**config.mk**
```make
export PLATFORM = sky130hd
export DESIGN_NAME = mbist_host_ctrl_flat
export DESIGN_NICKNAME = d
export VERILOG_FILES = /design/src/rtl/mbist_host_ctrl_if.sv /design/src/rtl/mbist_host_ctrl.sv /design/src/flat_wrapper.sv
export SDC_FILE = /design/constraint.sdc
export NUM_CORES = 1
export LEC_CHECK = 0
export ABC_AREA = 1
export ABC_CLOCK_PERIOD_IN_PS = 1600
export BUFFER_PORTS_ARGS = -buffer_cell sky130_fd_sc_hd__clkbuf_2
export CORE_MARGIN = 2
export CORE_UTILIZATION = 48
export DETAILED_ROUTE_END_ITERATION = 8
export PLACE_DENSITY = 0.76
export SETUP_SLACK_MARGIN = 0.2
export SLEW_MARGIN = 20
export SYNTH_ARGS = -nofsm -noshare
export SYNTH_HDL_FRONTEND = slang
export SYNTH_SLANG_ARGS = --single-unit
export TNS_END_PERCENT = 50
```
**constraint.sdc**
```tcl
create_clock -name bist_clk -period 1.6 [get_ports bist_clk]
set_input_delay 0.32 -clock bist_clk [delete_from_list [all_inputs] [get_ports bist_clk]]
set_output_delay 0.32 -clock bist_clk [all_outputs]
set_load 0.005 [all_outputs]
```
**src/rtl/mbist_host_ctrl_if.sv**
```systemverilog
// MBIST scan/run bus between the host sequencer (master) and one MBIST instance (slave).
interface mbist_host_ctrl_if;
  logic       bist_en;
  logic       bist_run;
  logic       bist_shift;
  logic       bist_load;
  logic       bist_sdi;
  logic       bist_sdo;
  logic       bist_done;
  logic       bist_error;
  logic       bist_correct;
  logic [3:0] bist_error_cnt;

  modport master (
    output bist_en, bist_run, bist_shift, bist_load, bist_sdi,
    input  bist_sdo, bist_done, bist_error, bist_correct, bist_error_cnt
  );

  modport slave (
    input  bist_en, bist_run, bist_shift, bist_load, bist_sdi,
    output bist_sdo, bist_done, bist_error, bist_correct, bist_error_cnt
  );
endinterface

```
**src/rtl/mbist_host_ctrl.sv**
```systemverilog
// MBIST host sequencer: scan config in (LSB first), load strobe, run to bist_done, capture status.
// Latency: cfg_start to cfg_done pulse is SCAN_WD + 4 + run cycles (37 for SCAN_WD=32, immediate done).
// No queueing: cfg_start is dropped while cfg_busy; MBIST_HOST_TIMEOUT_EN adds the run-phase watchdog.
module mbist_host_ctrl #(
  parameter int unsigned SCAN_WD     = 32,
  parameter int unsigned TIMEOUT_WD  = 16,
  parameter int unsigned TIMEOUT_CYC = 16'hFFFF
) (
  input  logic               bist_clk,
  input  logic               rst_n,
  input  logic               cfg_start,
  input  logic [SCAN_WD-1:0] cfg_data,
  output logic               cfg_busy,
  output logic               cfg_done,
  output logic               sts_error,
  output logic               sts_correct,
  output logic [3:0]         sts_error_cnt,
  output logic               sts_timeout,
  output logic [SCAN_WD-1:0] sts_rdata,
  mbist_host_ctrl_if.master  mb
);
  localparam int CNT_WD = (SCAN_WD > 1) ? $clog2(SCAN_WD) : 1;
  localparam logic [CNT_WD-1:0] LAST_BIT = CNT_WD'(SCAN_WD - 1);

  typedef enum logic [2:0] {IDLE, SHIFT, LOAD, RUN, CAPT, FIN} state_t;

  state_t             state;
  logic [SCAN_WD-1:0] sreg;
  logic [SCAN_WD-1:0] sreg_nxt;
  logic [CNT_WD-1:0]  bit_cnt;
  logic               en_q;
  logic               run_q;
  logic               shift_q;
  logic               load_q;
  logic               wd_expired;

  // Old chain contents stream in at the MSB while the new image leaves from the LSB.
  assign sreg_nxt = {mb.bist_sdo, sreg[SCAN_WD-1:1]};

  assign mb.bist_en    = en_q;
  assign mb.bist_run   = run_q;
  assign mb.bist_shift = shift_q;
  assign mb.bist_load  = load_q;
  assign mb.bist_sdi   = shift_q & sreg[0];

`ifdef MBIST_HOST_TIMEOUT_EN
  localparam logic [TIMEOUT_WD-1:0] WD_LAST = TIMEOUT_WD'(TIMEOUT_CYC - 1);
  logic [TIMEOUT_WD-1:0] wd_cnt;
  logic                  timeout_q;
  assign wd_expired  = (wd_cnt == WD_LAST);
  assign sts_timeout = timeout_q;
`else
  assign wd_expired  = 1'b0;
  assign sts_timeout = 1'b0;
`endif

  always_ff @(posedge bist_clk or negedge rst_n) begin
    if (!rst_n) begin
      state         <= IDLE;
      sreg          <= '0;
      bit_cnt       <= '0;
      cfg_busy      <= 1'b0;
      cfg_done      <= 1'b0;
      sts_error     <= 1'b0;
      sts_correct   <= 1'b0;
      sts_error_cnt <= '0;
      sts_rdata     <= '0;
      en_q          <= 1'b0;
      run_q         <= 1'b0;
      shift_q       <= 1'b0;
      load_q        <= 1'b0;
`ifdef MBIST_HOST_TIMEOUT_EN
      wd_cnt        <= '0;
      timeout_q     <= 1'b0;
`endif
    end else begin
      cfg_done <= 1'b0;
      case (state)
        IDLE: begin
          if (cfg_start) begin
            sreg     <= cfg_data;
            bit_cnt  <= '0;
            cfg_busy <= 1'b1;
            en_q     <= 1'b1;
            shift_q  <= 1'b1;
            state    <= SHIFT;
`ifdef MBIST_HOST_TIMEOUT_EN
            timeout_q <= 1'b0;
`endif
          end
        end
        SHIFT: begin
          sreg    <= sreg_nxt;
          bit_cnt <= bit_cnt + 1'b1;
          if (bit_cnt == LAST_BIT) begin
            sts_rdata <= sreg_nxt;
            shift_q   <= 1'b0;
            load_q    <= 1'b1;
            state     <= LOAD;
          end
        end
        LOAD: begin
          load_q <= 1'b0;
          run_q  <= 1'b1;
          state  <= RUN;
`ifdef MBIST_HOST_TIMEOUT_EN
          wd_cnt <= '0;
`endif
        end
        RUN: begin
          // bist_done takes priority over a watchdog expiry in the same cycle.
          if (mb.bist_done || wd_expired) begin
            run_q <= 1'b0;
            state <= CAPT;
`ifdef MBIST_HOST_TIMEOUT_EN
            timeout_q <= ~mb.bist_done;
          end else begin
            wd_cnt <= wd_cnt + 1'b1;
`endif
          end
        end
        CAPT: begin
          sts_error     <= mb.bist_error;
          sts_correct   <= mb.bist_correct;
          sts_error_cnt <= mb.bist_error_cnt;
          en_q          <= 1'b0;
          cfg_done      <= 1'b1;
          state         <= FIN;
        end
        FIN: begin
          cfg_busy <= 1'b0;
          state    <= IDLE;
        end
        default: state <= IDLE;
      endcase
    end
  end
endmodule

```
**src/flat_wrapper.sv**
```systemverilog
// flat-port wrapper written by rule: the top's interface ports become plain ports
module mbist_host_ctrl_flat 
#(
  parameter int unsigned SCAN_WD     = 32,
  parameter int unsigned TIMEOUT_WD  = 16,
  parameter int unsigned TIMEOUT_CYC = 16'hFFFF
)
  (bist_clk, rst_n, cfg_start, cfg_data, cfg_busy, cfg_done, sts_error, sts_correct, sts_error_cnt, sts_timeout, sts_rdata, mb_bist_en, mb_bist_run, mb_bist_shift, mb_bist_load, mb_bist_sdi, mb_bist_sdo, mb_bist_done, mb_bist_error, mb_bist_correct, mb_bist_error_cnt);
  mbist_host_ctrl_if mb_i ();
  input  logic bist_clk;
  input  logic rst_n;
  input  logic cfg_start;
  input  logic [SCAN_WD-1:0] cfg_data;
  output logic cfg_busy;
  output logic cfg_done;
  output logic sts_error;
  output logic sts_correct;
  output logic [3:0] sts_error_cnt;
  output logic sts_timeout;
  output logic [SCAN_WD-1:0] sts_rdata;
  output wire logic [$bits(mb_i.bist_en)-1:0] mb_bist_en;
  output wire logic [$bits(mb_i.bist_run)-1:0] mb_bist_run;
  output wire logic [$bits(mb_i.bist_shift)-1:0] mb_bist_shift;
  output wire logic [$bits(mb_i.bist_load)-1:0] mb_bist_load;
  output wire logic [$bits(mb_i.bist_sdi)-1:0] mb_bist_sdi;
  input wire logic [$bits(mb_i.bist_sdo)-1:0] mb_bist_sdo;
  input wire logic [$bits(mb_i.bist_done)-1:0] mb_bist_done;
  input wire logic [$bits(mb_i.bist_error)-1:0] mb_bist_error;
  input wire logic [$bits(mb_i.bist_correct)-1:0] mb_bist_correct;
  input wire logic [$bits(mb_i.bist_error_cnt)-1:0] mb_bist_error_cnt;
  assign mb_bist_en = mb_i.bist_en;
  assign mb_bist_run = mb_i.bist_run;
  assign mb_bist_shift = mb_i.bist_shift;
  assign mb_bist_load = mb_i.bist_load;
  assign mb_bist_sdi = mb_i.bist_sdi;
  assign mb_i.bist_sdo = mb_bist_sdo;
  assign mb_i.bist_done = mb_bist_done;
  assign mb_i.bist_error = mb_bist_error;
  assign mb_i.bist_correct = mb_bist_correct;
  assign mb_i.bist_error_cnt = mb_bist_error_cnt;
  mbist_host_ctrl #(.SCAN_WD(SCAN_WD), .TIMEOUT_WD(TIMEOUT_WD), .TIMEOUT_CYC(TIMEOUT_CYC)) u_core (.bist_clk(bist_clk), .rst_n(rst_n), .cfg_start(cfg_start), .cfg_data(cfg_data), .cfg_busy(cfg_busy), .cfg_done(cfg_done), .sts_error(sts_error), .sts_correct(sts_correct), .sts_error_cnt(sts_error_cnt), .sts_timeout(sts_timeout), .sts_rdata(sts_rdata), .mb(mb_i));
endmodule
```
==> flow_metrics.tcl <==
set metrics [dict create \
    status "finished clean" \
    r2r_cells 10 \
    count_of_h_tree_levels_built_during_cts 3 \
    count_of_standard_cell_rows 31 \
    place.detailed.hpwl_um 5460 \
    timing.critical_path.from_type "flop" \
    die_width_um 90.4 \
    core_outline_area_sq_um 7250 \
    via_count_of_the_first_global_routing_pass 2941 \
    critical_path.max_fanout 9 \
    count_of_cell_types_in_the_netlist 20 \
    final_min_period_over_clock_period_pct 97.8 \
    grt_usage_pct 20.3 \
    syn_avg_cell_area_sq_um 8.66 \
    setup_viol_count_final 0 \
    sequential_cell_area_sq_um 2100 \
    grt_setup_unrepaired "true" \
    gp_congestion 0.799 \
    critical_path.top_delay_family "adder cells" \
    boundaryPins 89 \
    clk_lat_worst_skew_ns 0.35 \
    tritoncts.num_buffers 9 \
    worst_path_largest_cell_delay_ns 0.36 \
    utilization_pct 64.6 \
    crit_slowest_cell "dfrtp_1" \
    layout-drive-gt1-share_pct 33.3 \
    dpl.cell_count 596 \
    antenna_cells 0 \
    cts_tree "built" \
    initial_cell_density_of_the_core_pct 49.4 \
    grt_overflow_total 0 \
    drt_pass1_iterations 5 \
    synth_area_leader_cell "dfrtp_1" \
    fillCellCount 626 \
    path_buf_inv 3 \
    ctsRootBufferMaster "clkbuf_8" \
    final.min_clock_period_ns 1.56 \
    routed_wire_length_per_instance_um 13.5 \
    worst_setup_path_end_kind "flop" \
    synth_largest_type_area_fraction_pct 58.7 \
    hold_path_class "primary input to flop" \
    worstPathCellList "ha_2 > nand2_2 > nor2_2 > ha_2 > clkinv_4 > nor2_8 > buf_12 > inv_12 > nand2_2 > o21ai_1" \
    hold_violations 0 \
    part_of_the_yosys_area_used_for_sequential_elements_pct 58.7 \
    synth_top_cells_by_area "dfrtp_1 59%, nand2_1 21%, nand3_1 11%" \
    synth_seq_cells 84 \
    ant_nets 0 \
    cellLeakagePower_nw 2.51 \
    cts.sinks 84 \
    power_per_cell_area_nw_per_um2 1580 \
    drt_first_iter_violations 181 \
    synth-warning-count 0 \
    worst_case_hold_slack_ns 0.169 \
    slew_violations 0 \
    max_clock_freq_ghz 0.639 \
    detail_route.vias_per_cell 5.08 \
    antenna_found_initial 0 \
    finalPower_mw 7.40 \
    grt_first_pass_wirelength_um 13500 \
    finalNetCount 569 \
    finClkSkew_ns 0.00929 \
    synth_fp_nets 459 \
    clk_pin_slew_worst_paths_ns 0.08 \
    cp.required_ns 1.83 \
    timing.critical_path.arrival_ns 1.80 \
    path_class "flop to flop" \
    critical_path_depth 10 \
    die_height_um 90.4 \
    placement.io_buffers 87 \
    synthesis.instances 414 \
    cts-root-to-sink-buffers 2 \
    final_cell_count_no_fill 628 \
    vdd_ir_drop_max_mv 0.815 \
    drc_errors 0 \
    grt_start_max_net_pins 36 \
    floorplan.die_area_sq_um 8170 \
    route.final.wire_length_um 8450 \
    post_synth_instance_area_sq_um 3580 \
    via_count 3189 \
    timing.hold.worst_path_depth 3 \
    footprint_of_the_multi_input_gates_sq_um 1390 \
    max-cap-violations 0 \
    area_delta_synth_final_pct 30.8 \
]
synth_stat cells:
| cell | instances |
|---|---|
| nand2_1 | 201 |
| dfrtp_1 | 84 |
| nand3_1 | 76 |
| buf_4 | 10 |
| nor2_1 | 7 |
| buf_6 | 6 |
| inv_1 | 6 |
| inv_2 | 5 |
| buf_2 | 4 |
| o21ai_0 | 3 |
| ha_1 | 2 |
| nand4_1 | 2 |
| a21oi_1 | 1 |
| buf_1 | 1 |
| clkinv_1 | 1 |
| conb_1 | 1 |
| nand2_4 | 1 |
| nor2_4 | 1 |
| nor2_8 | 1 |
| o21ai_1 | 1 |
path summary, 6_finish.rpt:
path / start / endpoint / slack [ns]
max: u_core.bit_cnt[0] / u_core.sts_rdata[28] / 0.04
min: mb_bist_error_cnt[0] / u_core.sts_error_cnt[0] / 0.17
max reg2reg: u_core.bit_cnt[0] / u_core.sts_rdata[28] / 0.04
min reg2reg: u_core.cfg_busy / u_core.cfg_busy / 0.48
max in group asynchronous: rst_n / u_core.sts_rdata[21] / 0.63
min in group asynchronous: rst_n / u_core.sts_rdata[4] / 0.43
flip-flops by register name, indices dropped and copies added, names as in the netlist:
register,flops
u_core.mb.bist_run,1
u_core.bit_cnt,5
u_core.sts_error_cnt,4
u_core.mb.bist_shift,1
u_core.sts_correct,1
u_core.mb.bist_load,1
u_core.cfg_busy,1
u_core.sts_rdata,32
u_core.sts_error,1
u_core.cfg_done,1
u_core.sreg,32
u_core.mb.bist_en,1
u_core.state,3
layout by cell type, fill, tap and decap left out, types with 2 or more instances in the layout:
| cell type | n |
|---|---|
| buf_12 | 5 |
| buf_4 | 17 |
| buf_6 | 4 |
| buf_8 | 2 |
| clkbuf_2 | 86 |
| clkbuf_8 | 10 |
| clkinv_4 | 2 |
| clkinvlp_4 | 2 |
| dfrtp_1 | 82 |
| dfrtp_2 | 2 |
| ha_2 | 2 |
| inv_1 | 5 |
| inv_2 | 2 |
| inv_6 | 4 |
| nand2_1 | 178 |
| nand2_2 | 22 |
| nand3_1 | 73 |
| nand3_2 | 2 |
| nand4_1 | 2 |
| nor2_1 | 5 |
| nor2_2 | 3 |
| nor2_4 | 2 |
| o21ai_0 | 2 |
| o21ai_1 | 2 |
cell families (layout without fill, tap and decap cells):
logic type / after synthesis / in the layout / synth area share (%)
simple gates: 289 / 291 / 33.9
flops: 84 / 84 / 58.7
buf+inv: 33 / 146 / 5.90
compound gates: 5 / 5 / 0.698
fa+ha+maj: 2 / 2 / 0.698
other cells: 1 / 1 / 0.105
per-layer routing:
layer,vias up,global-route usage [%],wire length (um)
met3,18,4.09,467
met4,0,6.67,144
met1,1510,28.7,3710
met5,-,0,0
met2,121,31.7,4130
li1,1540,-,-
worst reg2reg max path: stages (launching register included):
cell      delay, ns
dfrtp_1        0.36
ha_2           0.20
nand2_2        0.06
nor2_2         0.11
ha_2           0.21
clkinv_4       0.08
nor2_8         0.12
buf_12         0.15
inv_12         0.06
nand2_2        0.05
o21ai_1        0.06
area by class of cell:
| class | instances | area share, % |
|---|---|---|
| Clock buffer | 10 | 2.94 |
| Clock inverter | 6 | 1.52 |
| Inverter | 12 | 1.49 |
| Multi-Input combinational cell | 299 | 29.7 |
| Sequential cell | 84 | 44.9 |
| Tap cell | 99 | 2.64 |
| Timing Repair Buffer | 116 | 16.4 |
| Timing Repair inverter | 2 | 0.427 |
timing repair:
item                                    CTS  global route
gates cloned                              1             4
pin swaps                                 1            16
resized for setup                        10            42
setup buffers                             3             7
endpoints found under the setup margin   45            74
hold buffers                              1             0
endpoints found under the hold margin    26             0
metrics by stage:
stage	setup WS [ns]	area (sq um)	setup TNS [ns]
after floorplan	0.184	3590	0
after detailed placement	-0.0910	4150	-2.22
after global routing	-0.0554	4690	-1.33
after global placement	-0.0619	4150	-1.44
after CTS	0.0830	4440	0
final	0.0350	4690	0
report_power, final:
group          internal (mW)  switching (mW)
clock                  0.777           0.770
sequential              2.83           0.522
combinational           1.07            1.43
total                   4.68            2.72
Power figures use the tool's default switching activity.
